### config.mk
export PLATFORM = sky130hd
export DESIGN_NAME = mo_mul_pipe
export DESIGN_NICKNAME = d
export VERILOG_FILES = /design/src/rtl/mo_mul_pipe.sv
export SDC_FILE = /design/constraint.sdc
export NUM_CORES = 1
export LEC_CHECK = 0
export ABC_AREA = 1
export BUFFER_PORTS_ARGS = -buffer_cell sky130_fd_sc_hd__buf_2
export CAP_MARGIN = 10
export CORE_ASPECT_RATIO = 0.75
export CORE_MARGIN = 4
export CORE_UTILIZATION = 29
export CTS_CLUSTER_SIZE = 14
export DETAILED_ROUTE_END_ITERATION = 12
export PLACE_DENSITY_LB_ADDON = 0.12
export SETUP_SLACK_MARGIN = 0.1
export SLEW_MARGIN = 20
export SYNTH_ARGS = -nofsm -noshare
export SYNTH_HDL_FRONTEND = slang
export SYNTH_SLANG_ARGS = --single-unit
### constraint.sdc
create_clock -name clk -period 18 [get_ports clk]
set_input_delay 0.9 -clock clk [delete_from_list [all_inputs] [get_ports clk]]
set_output_delay 0.9 -clock clk [all_outputs]
set_load 0.02 [all_outputs]
### src/rtl/mo_mul_pipe.sv
`default_nettype none
// ============================================================================
//  Module      : mo_mul_pipe
//  Description : Fully pipelined Montgomery multiplier with valid/ready flow
//                control and a sideband tag. Computes a*b*2^-WIDTH mod Q,
//                canonical in [0,Q). Each iteration stage consumes
//                RADIX_BITS bits of b, and a final stage subtracts Q once.
//                The whole pipe advances together and stalls as one unit.
//  Revision    : 1.0 - initial release
// ============================================================================
module mo_mul_pipe #(
  parameter int WIDTH      = 12,
  parameter int Q          = 3329,
  parameter int RADIX_BITS = 1,
  parameter int Q_NINV     = 1,
  parameter int TAG_W      = 8
) (
  input  logic             clk,
  input  logic             rst_n,
  input  logic             in_valid,
  output logic             in_ready,
  input  logic [WIDTH-1:0] a,
  input  logic [WIDTH-1:0] b,
  input  logic [TAG_W-1:0] in_tag,
  output logic             out_valid,
  input  logic             out_ready,
  output logic [WIDTH-1:0] result,
  output logic [TAG_W-1:0] out_tag
);

  localparam int STAGES = WIDTH / RADIX_BITS;
  localparam int R      = RADIX_BITS;
  // Accumulator stays below 2Q, and the pre-shift sum below 2^(R+1)*Q.
  localparam int IW     = WIDTH + RADIX_BITS + 2;

  localparam logic [IW-1:0]    Q_IW    = IW'(Q);
  localparam logic [WIDTH-1:0] Q_W     = WIDTH'(Q);
  localparam logic [R-1:0]     QNINV_R = R'(Q_NINV);

  // Parameter sanity checks, evaluated at elaboration.
  if (RADIX_BITS < 1 || RADIX_BITS > 4) begin : g_chk_radix
    $error("mo_mul_pipe: RADIX_BITS must be in 1..4");
  end
  if ((WIDTH % RADIX_BITS) != 0) begin : g_chk_div
    $error("mo_mul_pipe: WIDTH must be a multiple of RADIX_BITS");
  end
  if ((Q % 2) == 0 || Q < 3) begin : g_chk_odd
    $error("mo_mul_pipe: Q must be odd");
  end
  if (longint'(Q) >= (longint'(1) << WIDTH)) begin : g_chk_range
    $error("mo_mul_pipe: Q must be below 2^WIDTH");
  end
  if (((longint'(Q) * longint'(Q_NINV) + 64'sd1) % (longint'(1) << RADIX_BITS)) != 0) begin : g_chk_ninv
    $error("mo_mul_pipe: Q_NINV must equal -Q^-1 mod 2^RADIX_BITS");
  end
  if (TAG_W < 1) begin : g_chk_tag
    $error("mo_mul_pipe: TAG_W must be at least 1");
  end

  // One radix-2^R Montgomery step: add d*a, add the multiple of Q that
  // clears the low R bits, then drop those (zero) bits.
  function automatic logic [IW-1:0] mont_step(
    input logic [IW-1:0]    acc,
    input logic [WIDTH-1:0] a_op,
    input logic [R-1:0]     d
  );
    logic [IW-1:0] t;
    logic [IW-1:0] u;
    logic [R-1:0]  m;
    t = acc + IW'(d) * IW'(a_op);
    m = R'(t[R-1:0] * QNINV_R);
    u = t + IW'(m) * Q_IW;
    return u >> R;
  endfunction

  logic                adv;
  logic [STAGES-1:0]   vld;
  logic [IW-1:0]       acc_q [STAGES];
  logic [IW-1:0]       acc_d [STAGES];
  logic [WIDTH-1:0]    a_q   [STAGES];
  // b_q holds only the digits not yet consumed, shifted down to bit 0.
  logic [WIDTH-1:0]    b_q   [STAGES];
  logic [TAG_W-1:0]    tag_q [STAGES];
  logic [IW-1:0]       acc_last;
  logic [WIDTH-1:0]    corr;

  // Global advance: the output slot is free or is being drained this cycle.
  assign adv      = !out_valid || out_ready;
  assign in_ready = adv;

  // Next accumulator for every iteration stage.
  always_comb begin
    acc_d[0] = mont_step('0, a, b[R-1:0]);
    for (int i = 1; i < STAGES; i++) begin
      acc_d[i] = mont_step(acc_q[i-1], a_q[i-1], b_q[i-1][R-1:0]);
    end
  end

  // Final conditional subtraction brings the accumulator into [0,Q).
  always_comb begin
    acc_last = acc_q[STAGES-1];
    corr     = WIDTH'((acc_last >= Q_IW) ? (acc_last - Q_IW) : acc_last);
  end

  // Control path: valid bits and registered outputs, cleared by reset.
  always_ff @(posedge clk) begin
    if (!rst_n) begin
      vld       <= '0;
      out_valid <= 1'b0;
      result    <= '0;
      out_tag   <= '0;
    end else if (adv) begin
      vld       <= STAGES'({vld, in_valid});
      out_valid <= vld[STAGES-1];
      // Hold the last result across bubbles so stale data never shows.
      if (vld[STAGES-1]) begin
        result  <= corr;
        out_tag <= tag_q[STAGES-1];
      end
    end
  end

  // Data path: accumulators, operands and tags shift on every advance.
  always_ff @(posedge clk) begin
    if (adv) begin
      acc_q[0] <= acc_d[0];
      a_q[0]   <= a;
      b_q[0]   <= b >> R;
      tag_q[0] <= in_tag;
      for (int i = 1; i < STAGES; i++) begin
        acc_q[i] <= acc_d[i];
        a_q[i]   <= a_q[i-1];
        b_q[i]   <= b_q[i-1] >> R;
        tag_q[i] <= tag_q[i-1];
      end
    end
  end

  // Flag out-of-range operands on acceptance; the pipe keeps running.
  always_ff @(posedge clk) begin
    if (rst_n && in_valid && in_ready) begin
      assert (a < Q_W && b < Q_W)
        else $error("mo_mul_pipe: operand >= Q accepted (a=%0d b=%0d)", a, b);
    end
  end

endmodule
`default_nettype wire
==> impl_metrics.py, run 1 <==
metrics = {
    "routing": {
        "totalWireLength_um": 61300,
        "drt_iter0_drc": 1352,
        "avgViaCountPerCell": 4.27,
        "route.detailed.wl_per_inst_um": 13.2,
        "ant_nets": 0,
        "route.vias.total": 19800,
        "drt_pass1_iterations": 7,
        "number_of_drc_violations_after_detailed_routing": 0,
    },
    "yosys": {
        "synth_top_area_cell": "sky130_fd_sc_hd__edfxtp_1",
        "ys.warnings.count": 0,
        "ys_top_cells_by_area": "sky130_fd_sc_hd__edfxtp_1, sky130_fd_sc_hd__nand2_1, sky130_fd_sc_hd__ha_1",
        "synthesis.area_um2": 28100,
        "synth_cell_types": 42,
        "synth_top_flop_cell": "sky130_fd_sc_hd__edfxtp_1",
        "synth_most_common_cell": "sky130_fd_sc_hd__nand2_1",
        "synth_sequential_area_ratio": 0.514,
        "avgSynthCellArea_um2": 8.82,
        "mappedNetlistNets": 3418,
        "synthArstFlopShare": 0,
        "most_frequent_cells_after_synthesis": "sky130_fd_sc_hd__nand2_1, sky130_fd_sc_hd__inv_1, sky130_fd_sc_hd__edfxtp_1",
        "synth_edf_count": 459,
        "synth_seq_cells": 492,
        "syn-instance-count": 3189,
        "synth_largest_type_area_fraction": 0.490,
    },
    "cts": {
        "post-cts-setup-buffer-count": 0,
        "cts.sinks": 492,
        "htreeDepth": 2,
        "post_cts.resized_instances": 0,
        "tritoncts.num_buffers": 54,
        "clock_tree_from_tritoncts": "yes",
        "cts_root_buf": "sky130_fd_sc_hd__clkbuf_16",
        "cts_hold_buf": 0,
        "cts.clk_slew.worst_paths_ps": 70,
        "clk_latency_ps": 610,
        "clock_path_buffers": 3,
    },
    "floorplanning": {
        "floorplan.rows": 98,
        "design.portCount": 58,
        "die_area_um2": 102000,
        "fp.coreArea_um2": 95800,
        "initial_util": 0.294,
        "die_y_um": 278,
        "die_w_um": 368,
    },
    "placement": {
        "gpl.final_weighted_congestion": 0.792,
        "io_buffers": 57,
        "dp_hpwl_um": 46400,
        "placedCellCount": 4530,
    },
    "worst_setup_path": {
        "worstSetupStartpointType": "input port",
        "criticalPathCategory": "in -> reg",
        "crit_arrival_ps": 4440,
        "cp.required_ps": 18220,
        "critical_path.endpoint_type": "flop",
        "critical_path_peak_fanout": 173,
    },
    "finish": {
        "area_growth_syn_to_layout_pct": 13.4,
        "finalNonFillerCells": 4631,
        "diodes": 0,
        "drive_above_1_share": 0.0576,
        "finish.net_count": 3515,
    },
    "power_and_ir_drop": {
        "cellLeakagePower_nw": 15.6,
        "finalPower_mw": 5.26,
        "vdd_ir_drop_max_v": 0.0000699,
        "power_density_nw_per_um2": 165,
    },
    "sta": {
        "fin_tns_setup_ps": 0,
        "maxSlewViolCount": 0,
        "min_period_ps": 4220,
        "min_period_over_period": 0.234,
        "hold_viol_final": 0,
        "slew_at_the_pin_closest_to_its_max_slew_limit_ps": 1020,
        "final-setup-viol-count": 0,
        "timing.slew.headroom": 0.320,
        "maxClockFrequency_mhz": 237,
        "grt_setup_unrepaired": "false",
        "final.setup_skew_ps": 15.3,
    },
    "global_routing": {
        "grt_remaining_overflow": 0,
        "track_usage": 0.119,
        "vias_in_the_first_global_route": 18400,
        "grt_antenna_before_repair": 1,
        "grt_pass1_wl_um": 99800,
        "grt_max_degree": 174,
    },
    "status": {
        "outcome": "finished, final reports clean",
    },
    "worst_hold_path": {
        "hp-class": "reg -> reg",
    },
    "flow_run": {
        "max_cap_viol_count": 0,
    },
}
## metrics by stage
stage	cell area [um2]	utilization	hold slack, ps	setup slack, ps
2_1_floorplan	28100	-	400	3200
3_3_place_gp	30000	0.313	400	13130
3_5_place_dp	30000	0.313	405	13130
4_1_cts	31900	0.333	396	13790
5_1_grt	31900	0.333	409	13460
6_report	31900	0.333	411	13780
## final timing paths
| kind | startpoint | endpoint | slack (ps) | cells past startpoint |
|---|---|---|---|---|
| min | tag_q[0][7] | tag_q[1][7] | 410 | 0 |
| max reg2reg | out_valid | a_q[1][11] | 13820 | 7 |
| max | out_ready | a_q[1][11] | 13780 | 7 |
| min reg2reg | tag_q[0][7] | tag_q[1][7] | 410 | 0 |
## power by group
group,total (mW),internal [mW],switching (mW)
combinational,2.40,0.859,1.55
clock,1.17,0.685,0.484
sequential,1.68,1.59,0.0974
total,5.26,3.13,2.13
## cells by family (layout without fill, tap and decap cells)
logic type                 count (synthesis)  after routing  synth area share
AOI/OAI and AO/OA                        222            222            0.0435
xor gates and xnor gates                 148            148            0.0469
DFF                                      492            492             0.514
buffers and inverters                    537            679            0.0718
adders and majority gates                193            193            0.0888
and+or+nand+nor                         1597           1597             0.235
## cell type report
class	instances	area, um2
multi-input combinational	2160	11700
tap	1300	1630
fill	9957	63900
inverter	515	1940
sequential	492	14400
timing repair buffer	63	343
clock inverter	38	413
clock buffer	63	1460
## metal layers
layer	global-route usage	up-vias	share of wire
met5	0	-	0
met4	0.0227	0	0.014
met3	0.0189	57	0.034
met2	0.157	230	0.37
met1	0.198	8874	0.58
li1	-	10600	-
## placed cells by master, fill, tap and decap left out, drive strengths merged, types with 5 or more instances in the layout
cell / n
o21ai: 59
a21oi: 119
nand3b: 17
o21bai: 15
inv: 519
edfxtp: 459
bufinv: 7
nor3: 16
xor2: 116
ha: 182
nand3: 267
nor2: 299
or2: 5
xnor2: 32
and2: 6
nand4: 36
dfxtp: 33
buf: 63
o211ai: 7
clkinv: 21
nand2: 949
a31oi: 9
clkbuf: 63
fa: 11
clkinvlp: 6
## critical path, stage by stage
cell	delay, ps
sky130_fd_sc_hd__buf_2	80
sky130_fd_sc_hd__nor2_1	40
sky130_fd_sc_hd__buf_4	180
sky130_fd_sc_hd__inv_8	500
sky130_fd_sc_hd__buf_4	740
sky130_fd_sc_hd__buf_4	890
sky130_fd_sc_hd__buf_12	700
## registers in the layout (all words and copies together) (netlist names)
name and cells:
out_tag 8, result 12, vld 12, acc_q 165
tag_q 96, b_q 66, a_q 132, out_valid 1
No activity file was read; power rests on OpenSTA's default activity.
==> inputs of run 2 (changes only) <==
Settings changed: ABC_AREA 1 to 0.
Clock period 18 ns to 3.8 ns, I/O delays scaled along.
==> run 2 against run 1 <==
The run now ends with setup timing left. Hold slack got worse by 330 ps. Design area is 1.6% lower. Sequential power rose to 4.8 times the previous value. Via count decreased by 17%. Power grew to 4.7 times the previous value. Clock skew about the same.
==> impl_metrics.py, run 2 <==
metrics = {
    "status": {
        "outcome": "finished, violations left",
        "violated_checks": "setup timing",
    },
    "worst_setup_path": {
        "worstSetupStartpointType": "flop",
        "crit-reg2reg-launch": "b_q[10][0]",
        "r2r_slack_ps": -90,
        "criticalPathCategory": "reg -> reg",
        "crit-reg2reg-capture": "acc_q[2][55]",
        "critical_path_peak_fanout": 5,
        "crit_arrival_ps": 4230,
        "cp.required_ps": 4140,
        "critical_path.endpoint_type": "flop",
        "worstRegToRegCells": 16,
    },
    "yosys": {
        "most_frequent_cells_after_synthesis": "sky130_fd_sc_hd__edfxtp_1, sky130_fd_sc_hd__ha_1, sky130_fd_sc_hd__xnor2_1",
        "synth_cell_types": 80,
        "synth_most_common_cell": "sky130_fd_sc_hd__edfxtp_1",
        "mappedNetlistNets": 2314,
        "ys.warnings.count": 0,
        "avgSynthCellArea_um2": 12.4,
        "ys_top_cells_by_area": "sky130_fd_sc_hd__edfxtp_1, sky130_fd_sc_hd__ha_1, sky130_fd_sc_hd__xnor2_1",
        "synth_seq_cells": 492,
        "synth_sequential_area_ratio": 0.560,
        "synth_top_area_cell": "sky130_fd_sc_hd__edfxtp_1",
        "syn-instance-count": 2085,
        "synth_largest_type_area_fraction": 0.535,
        "synth_edf_count": 459,
        "synthesis.area_um2": 25800,
        "synthArstFlopShare": 0,
        "synth_top_flop_cell": "sky130_fd_sc_hd__edfxtp_1",
    },
    "floorplanning": {
        "die_y_um": 266,
        "die_w_um": 352,
        "design.portCount": 58,
        "die_area_um2": 93800,
        "floorplan.rows": 94,
        "initial_util": 0.293,
        "fp.coreArea_um2": 88000,
    },
    "worst_hold_path": {
        "hold_start": "out_ready",
        "hp-class": "in -> reg",
        "min_delay_worst_endpoint": "vld[9]",
        "hold_depth": 5,
    },
    "global_routing": {
        "grt_pass1_wl_um": 83800,
        "vias_in_the_first_global_route": 15900,
        "grt_max_degree": 158,
        "grt_remaining_overflow": 0,
        "grt_antenna_before_repair": 2,
        "track_usage": 0.109,
    },
    "cts": {
        "clock_tree_from_tritoncts": "yes",
        "clock_path_buffers": 3,
        "cts_root_buf": "sky130_fd_sc_hd__clkbuf_16",
        "cts.clk_slew.worst_paths_ps": 60,
        "tritoncts.num_buffers": 53,
        "clk_latency_ps": 600,
        "htreeDepth": 2,
        "cts.sinks": 492,
    },
    "finish": {
        "finalNonFillerCells": 3535,
        "drive_above_1_share": 0.183,
        "largest_reg_flops": 165,
        "num-fill-cells": 8525,
        "max_flop_register": "acc_q",
        "finish.net_count": 2565,
        "layout_commonest_cell": "sky130_fd_sc_hd__edfxtp_1",
        "layout.cells.most_common_list": "sky130_fd_sc_hd__edfxtp_1, sky130_fd_sc_hd__ha_1, sky130_fd_sc_hd__xnor2_1, sky130_fd_sc_hd__and2_1, sky130_fd_sc_hd__nand2_1",
        "layout.core_utilization": 0.357,
        "area_growth_syn_to_layout_pct": 21.7,
        "layout_top_registers": "acc_q x165, a_q x132, tag_q x96",
    },
    "sta": {
        "min_period_over_period": 1.02,
        "timing.slew.headroom": 0.397,
        "maxSlewViolCount": 0,
        "min_period_ps": 3890,
        "hold_viol_final": 0,
        "grt_setup_unrepaired": "true",
        "slew_at_the_pin_closest_to_its_max_slew_limit_ps": 904,
        "final.setup.worst_slack_ps": -93.5,
        "final-setup-viol-count": 2,
        "fin_tns_setup_ps": -167,
        "final.setup_skew_ps": 15.3,
        "maxClockFrequency_mhz": 257,
    },
    "placement": {
        "dp_hpwl_um": 37400,
        "io_buffers": 57,
        "placedCellCount": 3362,
        "gpl.final_weighted_congestion": 0.771,
        "place_ws_ps": -74.0,
    },
    "power_and_ir_drop": {
        "finalPower_mw": 24.9,
        "cellLeakagePower_nw": 12.3,
        "power_density_nw_per_um2": 794,
        "vdd_ir_drop_max_v": 0.000347,
    },
    "routing": {
        "route.detailed.wl_per_inst_um": 14.8,
        "totalWireLength_um": 52300,
        "ant_nets": 0,
        "number_of_drc_violations_after_detailed_routing": 0,
        "avgViaCountPerCell": 4.63,
        "drt_iter0_drc": 832,
        "drt_pass1_iterations": 5,
        "route.vias.total": 16400,
    },
    "flow_run": {
        "max_cap_viol_count": 0,
    },
}
==> run 2: cell types whose count changed in the layout (fill, tap and decap cells not counted), moves of 60 or more <==
cell                      change
sky130_fd_sc_hd__a21oi_1     -60
sky130_fd_sc_hd__and2_1     +135
sky130_fd_sc_hd__buf_4      +121
sky130_fd_sc_hd__inv_1      -448
sky130_fd_sc_hd__nand2_1    -814
sky130_fd_sc_hd__nand3_1    -216
sky130_fd_sc_hd__nor2_1     -173
sky130_fd_sc_hd__xnor2_1    +121
==> run 2: area by class of cell <==
type	count	area (um2)	area share
antenna	3	7.51	0.000239
clock buffer	62	1400	0.0447
clock inverter	37	424	0.0135
inverter	67	259	0.00826
multi-input combinational	1499	11700	0.374
sequential	492	14400	0.460
tap	1152	1440	0.0459
timing repair buffer	223	1650	0.0524
==> run 2: stage by stage <==
stage / cell area (um2) / hold WS, ps
global placement: 28200 / 367
floorplan: 25900 / 289
finish: 31400 / 84.2
CTS: 30600 / 24.2
global route: 31400 / 61.9
detailed placement: 28200 / 369
==> run 2: how the worst max path moves through the flow <==
stage,start,endpoint,cells past startpoint
6_report,b_q[10][0],acc_q[2][55],16
5_1_grt,b_q[10][0],acc_q[2][55],17
4_1_cts,b_q[10][0],acc_q[2][55],16
3_5_place_dp,b_q[10][0],acc_q[2][55],16
3_3_place_gp,b_q[1][0],acc_q[0][41],14
2_1_floorplan,b_q[5][0],acc_q[1][41],17
==> run 2: timing repair <==
item | 4_1_cts | 5_1_grt
hold buffers | 32 | 0
setup buffers | 9 | 29
gates cloned | 0 | 1
endpoints found under the hold margin | 37 | 0
pin swaps | 13 | 83
gates resized for setup | 33 | 134
endpoints found under the setup margin | 24 | 43
==> run 2: worst max-delay path: stages (launching register included) <==
cell and delay [ps]:
sky130_fd_sc_hd__edfxtp_1 470, sky130_fd_sc_hd__and2_4 190, sky130_fd_sc_hd__ha_4 150, sky130_fd_sc_hd__a211o_1 310
sky130_fd_sc_hd__a2111o_1 440, sky130_fd_sc_hd__a211oi_2 310, sky130_fd_sc_hd__o31ai_2 130, sky130_fd_sc_hd__or2_4 260
sky130_fd_sc_hd__a21oi_2 130, sky130_fd_sc_hd__xnor2_1 90, sky130_fd_sc_hd__ha_1 340, sky130_fd_sc_hd__nand2_1 90
sky130_fd_sc_hd__nand2_1 60, sky130_fd_sc_hd__a41o_1 240, sky130_fd_sc_hd__nand3_1 100, sky130_fd_sc_hd__a21boi_1 70
sky130_fd_sc_hd__a211o_1 260
==> run 2: kinds of logic after synthesis <==
group                    synth area share
AO/OA/AOI/OAI                       0.126
multiplexers                     0.000776
XOR/XNOR                           0.0781
adder cells (fa/ha/maj)            0.0969
buffers and inverters              0.0138
flip-flops                          0.560
AND/OR/NAND/NOR                     0.125
==> run 2: routing by layer <==
metal,up-vias,global-route usage,part of all wire
met5,-,0,0
met4,0,0.0291,0.020
met3,69,0.0179,0.030
met2,154,0.159,0.42
met1,7827,0.165,0.53
li1,8331,-,-
==> run 2: where the power goes <==
part | internal (mW) | total (mW) | switching (mW)
Sequential | 7.49 | 7.99 | 0.500
Clock | 3.25 | 5.43 | 2.18
Combinational | 5.49 | 11.5 | 6.00
